**src/rtl/cdc_handshake_tx_if.sv**
```systemverilog
// Upstream valid/ready word port of the toggle-handshake CDC transmitter.
// The producer drives the master side; the transmitter takes the slave side.
interface cdc_handshake_tx_if #(
  parameter int WIDTH = 32
);
  logic             Valid;
  logic             Ready;
  logic [WIDTH-1:0] Data;

  modport master (output Valid, output Data, input Ready);
  modport slave  (input Valid, input Data, output Ready);
endinterface

```
**src/rtl/cdc_handshake_tx.sv**
```systemverilog
// Source side of a toggle req/ack clock-domain crossing: latches one word,
// flips ReqOut, and holds the word until the resynchronized AckIn matches.
module cdc_handshake_tx #(
  parameter int WIDTH      = 32,
  parameter int SYNCSTAGES = 2,
  parameter int TIMEOUT    = 0
) (
  input  logic               clk,
  input  logic               resetn,
  cdc_handshake_tx_if.slave  src,
  input  logic               ClearErr,
  output logic [WIDTH-1:0]   DataOut,
  output logic               ReqOut,
  input  logic               AckIn,
  output logic               AckErr,
  output logic               TimeoutErr
);

  localparam int SS    = (SYNCSTAGES < 2) ? 2 : SYNCSTAGES;
  localparam int CNT_W = (TIMEOUT > 0) ? $clog2(TIMEOUT + 1) : 1;

  typedef enum logic {
    IDLE = 1'b0,
    WAIT = 1'b1
  } state_t;

  state_t        state_q;
  state_t        state_d;
  logic [SS-1:0] ack_sync_p;
  logic          ack_sync;
  logic          ack_next;
  logic          ack_match;
  logic          ready;
  logic          accept;

  function automatic logic [CNT_W-1:0] sat_inc(input logic [CNT_W-1:0] v);
    if (v == CNT_W'(TIMEOUT)) return v;
    return v + 1'b1;
  endfunction

  // ---- AckIn synchronizer chain; ack_sync is the last stage (AckSync) ----
  always_ff @(posedge clk or negedge resetn) begin
    if (!resetn) ack_sync_p <= '0;
    else         ack_sync_p <= {ack_sync_p[SS-2:0], AckIn};
  end

  assign ack_sync = ack_sync_p[SS-1];
  // Decisions use the value AckSync loads on this edge, so the return to
  // IDLE lands on the same edge that AckSync shows the acknowledge.
  assign ack_next  = ack_sync_p[SS-2];
  assign ack_match = (ack_next == ReqOut);

  // ---- FSM next-state / decode ----
  always_comb begin
    state_d = state_q;
    ready   = 1'b0;
    accept  = 1'b0;
    case (state_q)
      IDLE: begin
        ready  = 1'b1;
        accept = src.Valid;
        if (src.Valid) state_d = WAIT;
      end
      WAIT: begin
        if (ack_match) state_d = IDLE;
      end
      default: state_d = IDLE;
    endcase
  end

  assign src.Ready = ready;

  // ---- state, payload and request toggle registers ----
  always_ff @(posedge clk or negedge resetn) begin
    if (!resetn) begin
      state_q <= IDLE;
      DataOut <= '0;
      ReqOut  <= 1'b0;
    end else begin
      state_q <= state_d;
      if (accept) begin
        DataOut <= src.Data;
        ReqOut  <= ~ReqOut;
      end
    end
  end

  // ---- sticky protocol error; a one-cycle AckIn pulse is caught too ----
  always_ff @(posedge clk or negedge resetn) begin
    if (!resetn) begin
      AckErr <= 1'b0;
    end else if (ClearErr) begin
      AckErr <= 1'b0;
    end else if (state_q == IDLE && (ack_next != ReqOut || ack_sync != ReqOut)) begin
      AckErr <= 1'b1;
    end
  end

  // ---- optional WAIT watchdog ----
  generate
    if (TIMEOUT > 0) begin : g_wdog
      logic [CNT_W-1:0] wait_cnt;
      logic             terr;
      logic             waiting;

      assign waiting = (state_q == WAIT) && !ack_match;

      always_ff @(posedge clk or negedge resetn) begin
        if (!resetn) begin
          wait_cnt <= '0;
          terr     <= 1'b0;
        end else begin
          if (accept)       wait_cnt <= '0;
          else if (waiting) wait_cnt <= sat_inc(wait_cnt);

          // Fires only on the edge that reaches the limit, not while parked there.
          if (ClearErr)
            terr <= 1'b0;
          else if (waiting && wait_cnt == CNT_W'(TIMEOUT - 1))
            terr <= 1'b1;
        end
      end

      assign TimeoutErr = terr;
    end else begin : g_no_wdog
      assign TimeoutErr = 1'b0;
    end
  endgenerate

endmodule

```
**src/flat_wrapper.sv**
```systemverilog
// flat-port wrapper written by rule: the top's interface ports become plain ports
module cdc_handshake_tx_flat 
#(
  parameter int WIDTH      = 32,
  parameter int SYNCSTAGES = 2,
  parameter int TIMEOUT    = 0
)
  (clk, resetn, ClearErr, DataOut, ReqOut, AckIn, AckErr, TimeoutErr, src_Valid, src_Data, src_Ready);
  cdc_handshake_tx_if #(.WIDTH(WIDTH)) src_i ();
  input  logic clk;
  input  logic resetn;
  input  logic ClearErr;
  output logic [WIDTH-1:0] DataOut;
  output logic ReqOut;
  input  logic AckIn;
  output logic AckErr;
  output logic TimeoutErr;
  input wire logic [$bits(src_i.Valid)-1:0] src_Valid;
  input wire logic [$bits(src_i.Data)-1:0] src_Data;
  output wire logic [$bits(src_i.Ready)-1:0] src_Ready;
  assign src_i.Valid = src_Valid;
  assign src_i.Data = src_Data;
  assign src_Ready = src_i.Ready;
  cdc_handshake_tx #(.WIDTH(WIDTH), .SYNCSTAGES(SYNCSTAGES), .TIMEOUT(TIMEOUT)) u_core (.clk(clk), .resetn(resetn), .src(src_i), .ClearErr(ClearErr), .DataOut(DataOut), .ReqOut(ReqOut), .AckIn(AckIn), .AckErr(AckErr), .TimeoutErr(TimeoutErr));
endmodule
```
**config.mk**
```make
export PLATFORM = sky130hd
export DESIGN_NAME = cdc_handshake_tx_flat
export DESIGN_NICKNAME = d
export VERILOG_FILES = /design/src/rtl/cdc_handshake_tx_if.sv /design/src/rtl/cdc_handshake_tx.sv /design/src/flat_wrapper.sv
export SDC_FILE = /design/constraint.sdc
export NUM_CORES = 1
export LEC_CHECK = 0
export BUFFER_PORTS_ARGS = -buffer_cell sky130_fd_sc_hd__buf_2
export CORE_ASPECT_RATIO = 0.9
export CORE_MARGIN = 2
export CORE_UTILIZATION = 48
export DETAILED_ROUTE_END_ITERATION = 7
export HOLD_SLACK_MARGIN = 0.15
export PLACE_DENSITY = 0.93
export SLEW_MARGIN = 20
export SYNTH_ARGS = -nofsm -noshare
export SYNTH_HDL_FRONTEND = slang
export SYNTH_SLANG_ARGS = --single-unit
```
**constraint.sdc**
```tcl
create_clock -name clk -period 2.8 [get_ports clk]
set_input_delay 0.42 -clock clk [delete_from_list [all_inputs] [get_ports clk]]
set_output_delay 0.42 -clock clk [all_outputs]
set_load 0.005 [all_outputs]
```
==> Word-level counts from Yosys, hierarchy flattened <==
Cells that the tools add are included.
{ "word_totals": {"output_inout_bits": 36, "register_bits": 37, "input_bits": 37, "wordCells": 20} }
{ "op_classes": {"eq_ne": 3, "n_mux": 7, "n_bitwise": 2, "n_reduce_logical": 3} }
{ "ops": {"columns": ["cell", "count"], "rows": [
  ["$mux 1", 6],
  ["$ne 1x1->1", 2],
  ["$not 1->1", 2],
  ["$pmux 1 s2", 1],
  ["$reduce_bool 2->1", 1],
  ["$eq 1x1->1", 1],
  ["$logic_and 1x1->1", 1],
  ["$logic_or 1x1->1", 1]
]} }

==> Longest topological paths before layout <==
Gate-level depths: netlist (run 1).
{ "depth": {"depth_word": 5, "mapped_depth": 4} }

==> Worst setup path after synthesis (run 1) <==
No wires, ideal clock.
{ "synth_timing": {"path_kind": "input to register", "start": "input src_Valid", "end": "register u_core.DataOut[0]", "setup_time_ps": 125, "setup_slack_ps": 1522, "stages": 4, "t_required_ps": 2675, "n_path_buf": 2, "arrival_time_ps": 1153, "cell_sequence": "nor2b_1 -> buf_6 -> buf_6 -> mux2_4"} }
{ "synth_via": {"elab_chain_cells": 1} }
{ "synth_rtl": {"columns": ["element", "line", "rtl"], "rows": [
  ["start: declaration", "flat_wrapper.sv:18", "input wire logic [$bits(src_i.Valid)-1:0] src_Valid;"],
  ["$mux 1", "cdc_handshake_tx.sv:58", "case (state_q)"],
  ["end signal: assignment", "cdc_handshake_tx.sv:82", "DataOut <= src.Data;"],
  ["end: declaration", "cdc_handshake_tx.sv:12", "output logic [WIDTH-1:0] DataOut,"]
]} }
Every way passes these cells.
A chain may end at the register's enable or synchronous reset.

==> Final worst setup path (run 1) <==
{ "layout_timing": {"start": "register u_core.state_q", "end": "register u_core.DataOut[21]"} }
{ "layout_via": {"elab_chain_cells": 1} }
{ "layout_rtl": {"columns": ["element", "line", "rtl"], "rows": [
  ["start: declaration", "cdc_handshake_tx.sv:27", "state_t state_q;"],
  ["start signal: assignment", "cdc_handshake_tx.sv:80", "state_q <= state_d;"],
  ["$mux 1", "cdc_handshake_tx.sv:58", null]
]} }
Every way passes these cells.

==> results of run 1 <==
==> metrics by stage <==
stage	hold WS (ns)	setup WS, ns
after global placement	0.4142	0.9795
after CTS	0.1782	0.9927
after floorplan	0.1244	1.522
after global routing	0.1515	0.9164
after detailed placement	0.4358	0.9191
final	0.1643	1.007
==> report_power, final <==
part / internal (uW) / leakage (uW) / switching, uW
sequential: 791 / 0.000433 / 159
clock: 119 / 0.0000314 / 158
combinational: 547 / 0.000560 / 284
total: 1460 / 0.00102 / 600
==> cell type report <==
class | instances | area, um^2
multi-input cells | 40 | 534.3
well taps | 42 | 52.55
clock buffers | 7 | 55.05
flip-flops and latches | 37 | 925.9
repair buffers | 73 | 370.4
inverters | 2 | 7.507
fillers | 252 | 1074
==> sequential cells by signal (all words and copies together) (netlist names) <==
register / count
u_core.state_q: 1
u_core.DataOut: 32
u_core.ack_sync_p: 2
u_core.AckErr: 1
u_core.ReqOut: 1
==> final timing paths <==
kind                       cells past startpoint                   end  slack [ns]            startpoint
hold reg to reg                                0  u_core.ack_sync_p[1]        0.46  u_core.ack_sync_p[0]
setup / recovery                               3    u_core.DataOut[21]        1.01        u_core.state_q
max in group asynchronous                      1    u_core.DataOut[18]        2.14                resetn
min in group clk                               1  u_core.ack_sync_p[0]        0.19                 AckIn
setup reg to reg                               3    u_core.DataOut[21]        1.01        u_core.state_q
hold / removal                                 1     u_core.DataOut[4]        0.16                resetn
==> worst max-delay path, cell delays in order (launching register included) <==
cell and delay [ns]:
dfrtp_1 0.45, nor2b_4 0.57, buf_4 0.31, mux2_2 0.35
==> cell usage after synthesis <==
cell / number
nor4_1: 1
inv_1: 2
mux2_4: 28
a21o_1: 1
buf_4: 1
xor2_1: 2
buf_6: 4
and4b_2: 1
mux2_2: 4
conb_1: 1
a2111oi_0: 1
dfrtp_1: 37
nor2b_1: 1
==> layer usage <==
layer / global-route usage, % / part of all wire, % / wire length (um)
met4: 5.590 / 1.4 / 40
met1: 24.60 / 45 / 1274
met3: 6.903 / 10 / 291
met5: 0 / 0 / 0
met2: 25.38 / 44 / 1252
==> kinds of logic after synthesis <==
family	after synthesis
buffers and inverters	7
other	1
AO/OA/AOI/OAI	2
multiplexers	32
flip-flops	37
XOR/XNOR	2
AND/OR/NAND/NOR	3
==> flow_metrics.tcl, run 1 <==
set metrics [dict create \
    outcome "finished, final reports clean" \
    cp-start-kind "register" \
    grt_max_degree 38 \
    dr.pass1.iters 2 \
    place_inst 194 \
    fin_skew_ns 0.002680 \
    final-max-slew-violation-count 0 \
    finalSetupTns_ns 0 \
    synth_top_family_by_area "multiplexers" \
    final_common_cell "buf_2" \
    drive_gt1_share_pct 71.07 \
    cp_max_fo 19 \
    relSlewSlack_pct 47.55 \
    synth_area_per_cell_um2 18.01 \
    yosys_warnings 0 \
    powerDensity_mw_per_mm2 1057 \
    mostFrequentLayoutCells "71 x buf_2, 37 x dfrtp_1, 28 x mux2_4" \
    yosys_register_bits 37 \
    synthXorXnorAreaFrac_pct 1.158 \
    diodes 0 \
    synth.distinct_cells 13 \
    grt_pass1_vias 971 \
    fin_area_mm2 0.001946 \
    p_leak_uw 0.001024 \
    cts_resized 0 \
    clk_latency_ns 0.33 \
    worstPathArrival_ns 2.02 \
    antenna_found_initial 0 \
    port_buffers 71 \
    nets 196 \
    cts_tree "yes" \
    grt_pass1_wl_um 4788 \
    die_h_um 57.26 \
    stdcell_count 201 \
    drc 0 \
    synth_nets 121 \
    dieArea_mm2 0.003617 \
    max_freq_ghz 0.5576 \
    overflow 0 \
    totalWireLength_um 2858 \
    worstSetupPathType "reg2reg" \
    path_clk_slew_ns 0.10 \
    synth_fa_ha_area_share_pct 0 \
    ir_worst_vdd_mv 0.4953 \
    cts_sinks 37 \
    die_w_um 63.18 \
    setup_viol 0 \
    dr_total_vias 953 \
    muxShareOfSynthArea_pct 30.77 \
    min_period_ns 1.793 \
    postPlaceCellArea_mm2 0.001891 \
    viasPerCell 4.741 \
    row_count 19 \
    coreArea_mm2 0.003019 \
    max_cap_viol_count 0 \
    yosysSeqAreaShare_pct 61.21 \
    tightest_slew_ns 0.7868 \
    rsz0062_at_grt "false" \
    grt_usage_pct 17.54 \
    cts_root_buf "clkbuf_4" \
    endpoint_kind "register" \
    fin_crit_sh_pct 64.05 \
    hold_path.class "in2async" \
    synth_simple_gate_area_share_pct 1.572 \
    hold_viol 0 \
    synth_area_mm2 0.001513 \
    cts-buffers-inserted 5 \
    start_util_pct 50.10 \
    yosysTopAreaCell "dfrtp_1" \
    cts_hold_buffers 0 \
    dp_hpwl_um 2052 \
    netlist.area_leader.share_pct 61.21 \
    postRouteAntennaNets 0 \
    utilization_pct 64.44 \
    required_ns 3.02 \
    drt-initial-drc-count 23 \
    ios 73 \
    place.gp.congestion 0.7151 \
    area_growth_pct 28.62 \
    p_total_uw 2057 \
    wl_per_cell_um 14.22 \
    clock_path_buffers 2 \
    post-cts-setup-buffers 0 \
    cts_max_level 2 \
    netlist_instances 84 \
    synth.area.top_cells "dfrtp_1 61%, mux2_4 28%, buf_6 3.0%, mux2_2 3.0%, xor2_1 1.2%" \
    synth_compound_area_share_pct 1.075 \
]
Note: power is estimated with default switching activity, not from simulation.
==> run 2, diff against run 1 <==
- CORE_UTILIZATION: 48 -> 45
- PLACE_DENSITY: 0.93 -> 0.88
- clock period: 2.8 -> 1.7 ns (I/O delays scaled with it)
==> run 2 against run 1 <==
  * Fmax increased by 26%
  * Global-route usage fell by 1.6 points
  * Total power up 72%
  * Clock power grew 110%
  * Hold slack improved by 0.046 ns
  * Final cell count up 1.5%
  * First-iteration DRC count rose by 83%
  * Sequential share of layout area decreased by 1.7 points
  * Critical path depth unchanged
  * Via count shrank 2.9%
  * Final area rose by 3.8%
  * Highest routed layer is now met3
==> flow_metrics.tcl, run 2 (synthesis gave the netlist of run 1 again) <==
set metrics [dict create \
    mostFrequentLayoutCells "71 x buf_2, 37 x dfrtp_1, 28 x mux2_4" \
    path_clk_slew_ns 0.07 \
    cp_max_fo 22 \
    clk_latency_ns 0.27 \
    r2r_slack_ns 0.28 \
    final-max-slew-violation-count 0 \
    setup_viol 0 \
    place.gp.congestion 0.6323 \
    stdcell_count 204 \
    final_common_cell "buf_2" \
    cts_sinks 37 \
    nets 199 \
    port_buffers 71 \
    dr.pass1.iters 2 \
    max_freq_ghz 0.7050 \
    ir_worst_vdd_mv 0.9283 \
    tightest_slew_ns 0.7875 \
    fin_skew_ns 0.003150 \
    max_stage_delay_ns 0.43 \
    top_register "u_core.DataOut" \
    drc 0 \
    cpMaxStageDelayCell "dfrtp_1" \
    grt_usage_pct 15.93 \
    top_regs "u_core.DataOut: 32 flops, u_core.ack_sync_p: 2 flops" \
    clock_path_buffers 2 \
    grt_pass1_wl_um 4519 \
    drt-initial-drc-count 42 \
    area_growth_pct 33.50 \
    grt_pass1_vias 972 \
    diodes 0 \
    ios 73 \
    dr_total_vias 925 \
    drive_gt1_share_pct 69.75 \
    hold_depth 2 \
    place_inst 194 \
    rsz0062_at_grt "false" \
    rr_worst_depth 3 \
    cts_tree "yes" \
    die_h_um 59.01 \
    grt_max_degree 38 \
    cts-buffers-inserted 5 \
    cts_resized 0 \
    required_ns 1.86 \
    cp-start-kind "register" \
    holdPathEnd "u_core.DataOut[5]" \
    totalWireLength_um 2887 \
    dieArea_mm2 0.003842 \
    endpoint_kind "register" \
    fin_crit_sh_pct 83.44 \
    wl_per_cell_um 14.15 \
    path_cells "nor2b_4, buf_12, mux2_2" \
    min_period_ns 1.419 \
    r2r-end "u_core.DataOut[31]" \
    largest_register_ffs 32 \
    fillCellCount 246 \
    dp_hpwl_um 2169 \
    holdCritStartpoint "src_Data[5]" \
    path_delay_family "flip-flops" \
    worstSetupPathType "reg2reg" \
    cts_max_level 2 \
    cts_root_buf "clkbuf_8" \
    start_util_pct 48.21 \
    die_w_um 65.12 \
    relSlewSlack_pct 47.50 \
    finalSetupTns_ns 0 \
    reg2reg_from "u_core.state_q" \
    powerDensity_mw_per_mm2 1751 \
    row_count 19 \
    cp-startpoint "u_core.state_q" \
    viasPerCell 4.534 \
    hold_path.class "in2reg" \
    outcome "finished, final reports clean" \
    coreArea_mm2 0.003138 \
    antenna_found_initial 0 \
    postRouteAntennaNets 0 \
    p_leak_uw 0.001053 \
    p_total_uw 3536 \
    hold_viol 0 \
    overflow 0 \
    max_cap_viol_count 0 \
    worstPathArrival_ns 1.57 \
    path_buf_inv 1 \
]
## run 2: changes by cell type in the layout (fill, tap and decap cells not counted), sizes merged
cell	delta
dlygate4sd3	+3
## run 2: repair_timing
item / in CTS / in global routing
buffers inserted: 0 / 0
hold buffers: 3 / 0
setup endpoints to repair: 0 / 0
hold endpoints to repair: 39 / 0
## run 2: area by class of cell
cell class	count	area (um^2)	share of cell area (%)
sequential	37	925.9	45.85
multi-input combinational	40	534.3	26.46
timing repair buffer	76	412.9	20.45
clock buffer	7	86.33	4.275
tap	42	52.55	2.602
inverter	2	7.507	0.3717
## run 2: routing by layer
layer  track usage [%]  vias to the layer above  share of wire, %
li1                  -                      438                 -
met1             20.38                      448                44
met2             27.84                       39                49
met3             4.563                        0               6.4
met4             2.679                        0                 0
met5                 0                        -                 0
## run 2: how the worst max path moves through the flow
stage / slack [ns] / depth (start not counted) / endpoint
6_report: 0.28 / 3 / u_core.DataOut[31]
5_1_grt: 0.21 / 3 / u_core.DataOut[22]
4_1_cts: 0.27 / 3 / u_core.DataOut[31]
3_5_place_dp: 0.28 / 3 / u_core.DataOut[20]
3_3_place_gp: 0.33 / 3 / u_core.DataOut[21]
2_1_floorplan: 0.46 / 4 / u_core.DataOut[0]
## run 2: power breakdown
part / switching (uW) / internal (uW) / total [uW]
Clock: 256 / 321 / 577
Combinational: 472 / 920 / 1390
Sequential: 259 / 1310 / 1570
## run 2: per-stage QoR
stage | util, % | hold WS [ns] | area [um^2] | worst slack (ns)
floorplan | - | -0.04059 | 1513 | 0.4648
global placement | 60.65 | 0.3565 | 1903 | 0.3346
detailed placement | 60.65 | 0.3643 | 1903 | 0.2780
CTS | 64.35 | 0.2048 | 2019 | 0.2702
global route | 64.35 | 0.1961 | 2019 | 0.2115
finish | 64.35 | 0.2102 | 2019 | 0.2815
==> run 3, diff against run 2 <==
- CORE_UTILIZATION: 45 -> 41
- PLACE_DENSITY: 0.88 -> 0.85
- clock period: 1.7 -> 1.2 ns (I/O delays scaled with it)
==> run 3 against run 2 <==
  * The run now ends with negative setup slack left
  * Sequential share of layout area down 8.7 points
  * Sequential cell count unchanged
  * Clock skew down 0.0011 ns
  * Die area up 9.1%
  * Count of clock-buffer cells in the layout unchanged
  * Final area up 23%
  * Final cell count up 20%
  * Critical path type unchanged
==> flow_metrics.tcl, run 3 (synthesis gave the netlist of run 1 again) <==
set metrics [dict create \
    outcome "finished with violations" \
    violations "negative setup slack" \
    powerDensity_mw_per_mm2 2209 \
    setup_viol 32 \
    drive_gt1_share_pct 60.20 \
    postRouteAntennaNets 0 \
    rr_worst_depth 4 \
    port_buffers 71 \
    r2r-end "u_core.DataOut[27]" \
    drc 0 \
    worstSetupPathType "reg2reg" \
    min_period_ns 1.258 \
    fin_crit_sh_pct 104.8 \
    grt_usage_pct 18.17 \
    start_util_pct 43.80 \
    pwr-share-seq_pct 39.9 \
    p_switching_uw 1569 \
    p_int_uw 3936 \
    top_register "u_core.DataOut" \
    utilization_pct 72.17 \
    endpoint_kind "register" \
    area_growth_pct 64.76 \
    p_leak_uw 0.001264 \
    top_regs "u_core.DataOut: 32 flops, u_core.ack_sync_p: 2 flops" \
    ir_worst_vdd_mv 1.103 \
    overflow 0 \
    reg2reg_from "u_core.state_q" \
    viasPerCell 4.551 \
    finalSetupTns_ns -1.342 \
    max_cap_viol_count 0 \
    dr_total_vias 1115 \
    grt_pass1_vias 1139 \
    cp-start-kind "register" \
    cts_tree "yes" \
    drt-initial-drc-count 23 \
    clockPowerShare_pct 15.4 \
    drt-met1-wl_um 1526 \
    grt_pass1_wl_um 5319 \
    antenna_found_initial 0 \
    die_w_um 68.03 \
    diodes 0 \
    met2_wirelength_um 1995 \
    clock_path_buffers 2 \
    rsz0062_at_grt "true" \
    pre_cts_ws_ns -0.04998 \
    fillCellCount 228 \
    clk_latency_ns 0.28 \
    cp-startpoint "u_core.state_q" \
    r2r_slack_ns -0.06 \
    fin_skew_ns 0.002036 \
    cts_max_level 2 \
    final-max-slew-violation-count 0 \
    dp_hpwl_um 2137 \
    mostFrequentLayoutCells "71 x buf_2, 37 x dfrtp_1, 35 x dlygate4sd3_1" \
    cts_root_buf "clkbuf_8" \
    highest_layer "met4" \
    die_h_um 61.63 \
    hold_viol 0 \
    cts_sinks 37 \
    dieArea_mm2 0.004192 \
    place.gp.congestion 0.6617 \
    totalWireLength_um 3838 \
    wl_per_cell_um 15.67 \
    cp_max_fo 6 \
    dr.pass1.iters 3 \
    ios 73 \
    row_count 20 \
    cts-buffers-inserted 5 \
    required_ns 1.37 \
    max_freq_ghz 0.7948 \
    grt_max_degree 25 \
    hold_path.class "in2async" \
    path_clk_slew_ns 0.07 \
    fin_ws_ns -0.05818 \
    coreArea_mm2 0.003453 \
    final_common_cell "buf_2" \
    p_sw_share_pct 28.50 \
    largest_register_ffs 32 \
    nets 238 \
    worstPathArrival_ns 1.42 \
    wl_met3_um 244 \
    comb_power_share_pct 44.7 \
]
==> run 3: routing by layer <==
layer  vias to the layer above  GRT usage (%)
met1                       540          19.17
li1                        520              -
met3                         8          4.022
met2                        47          33.98
met5                         -              0
met4                         0          9.429
==> run 3: through the flow <==
step / instances / total power [uW] / area, um^2 / hold slack [ns]
4_1_cts: 241 / 5244 / 2379 / 0.3289
6_report: 245 / 5505 / 2492 / 0.3420
3_5_place_dp: 199 / 4277 / 1941 / 0.1012
5_1_grt: 245 / 5810 / 2492 / 0.3715
2_1_floorplan: 84 / 3417 / 1524 / -0.1156
3_3_place_gp: 199 / 4185 / 1941 / 0.08445
==> run 3: power groups by stage <==
stage	clock network, uW	registers (uW)	logic [uW]
global route	923	2260	2630
CTS	871	2180	2190
detailed placement	0	2190	2080
floorplan	0	2250	1170
global placement	0	2160	2030
finish	848	2200	2460
==> run 3: worst max path at each step <==
| stage | endpoint | slack, ns |
|---|---|---|
| floorplan | u_core.DataOut[0] | -0.03 |
| global placement | u_core.DataOut[22] | -0.006 |
| detailed placement | u_core.DataOut[22] | -0.05 |
| CTS | u_core.DataOut[22] | -0.07 |
| global route | u_core.DataOut[4] | -0.09 |
| finish | u_core.DataOut[27] | -0.06 |
==> run 3: final cells by class <==
class,count,area (um^2),area share [%]
repair buffers,115,862.1,34.59
flip-flops and latches,37,925.9,37.15
multi-input cells,40,555.5,22.29
well taps,44,55.05,2.209
inverters,2,7.507,0.3012
clock buffers,7,86.33,3.464
==> run 3: timing repair <==
item | 4_1_cts | 5_1_grt
hold buffers | 35 | 0
endpoints found under the setup margin | 33 | 34
resized for setup | 1 | 8
buffers inserted | 0 | 1
hold endpoints to repair | 71 | 0
cloned | 0 | 3
==> run 3: worst max-delay path, cell delays in order, from the launching register on <==
cell       delay (ns)
dfrtp_1          0.41
nor2b_4          0.14
buf_12           0.14
clkbuf_16        0.16
mux2_4           0.30
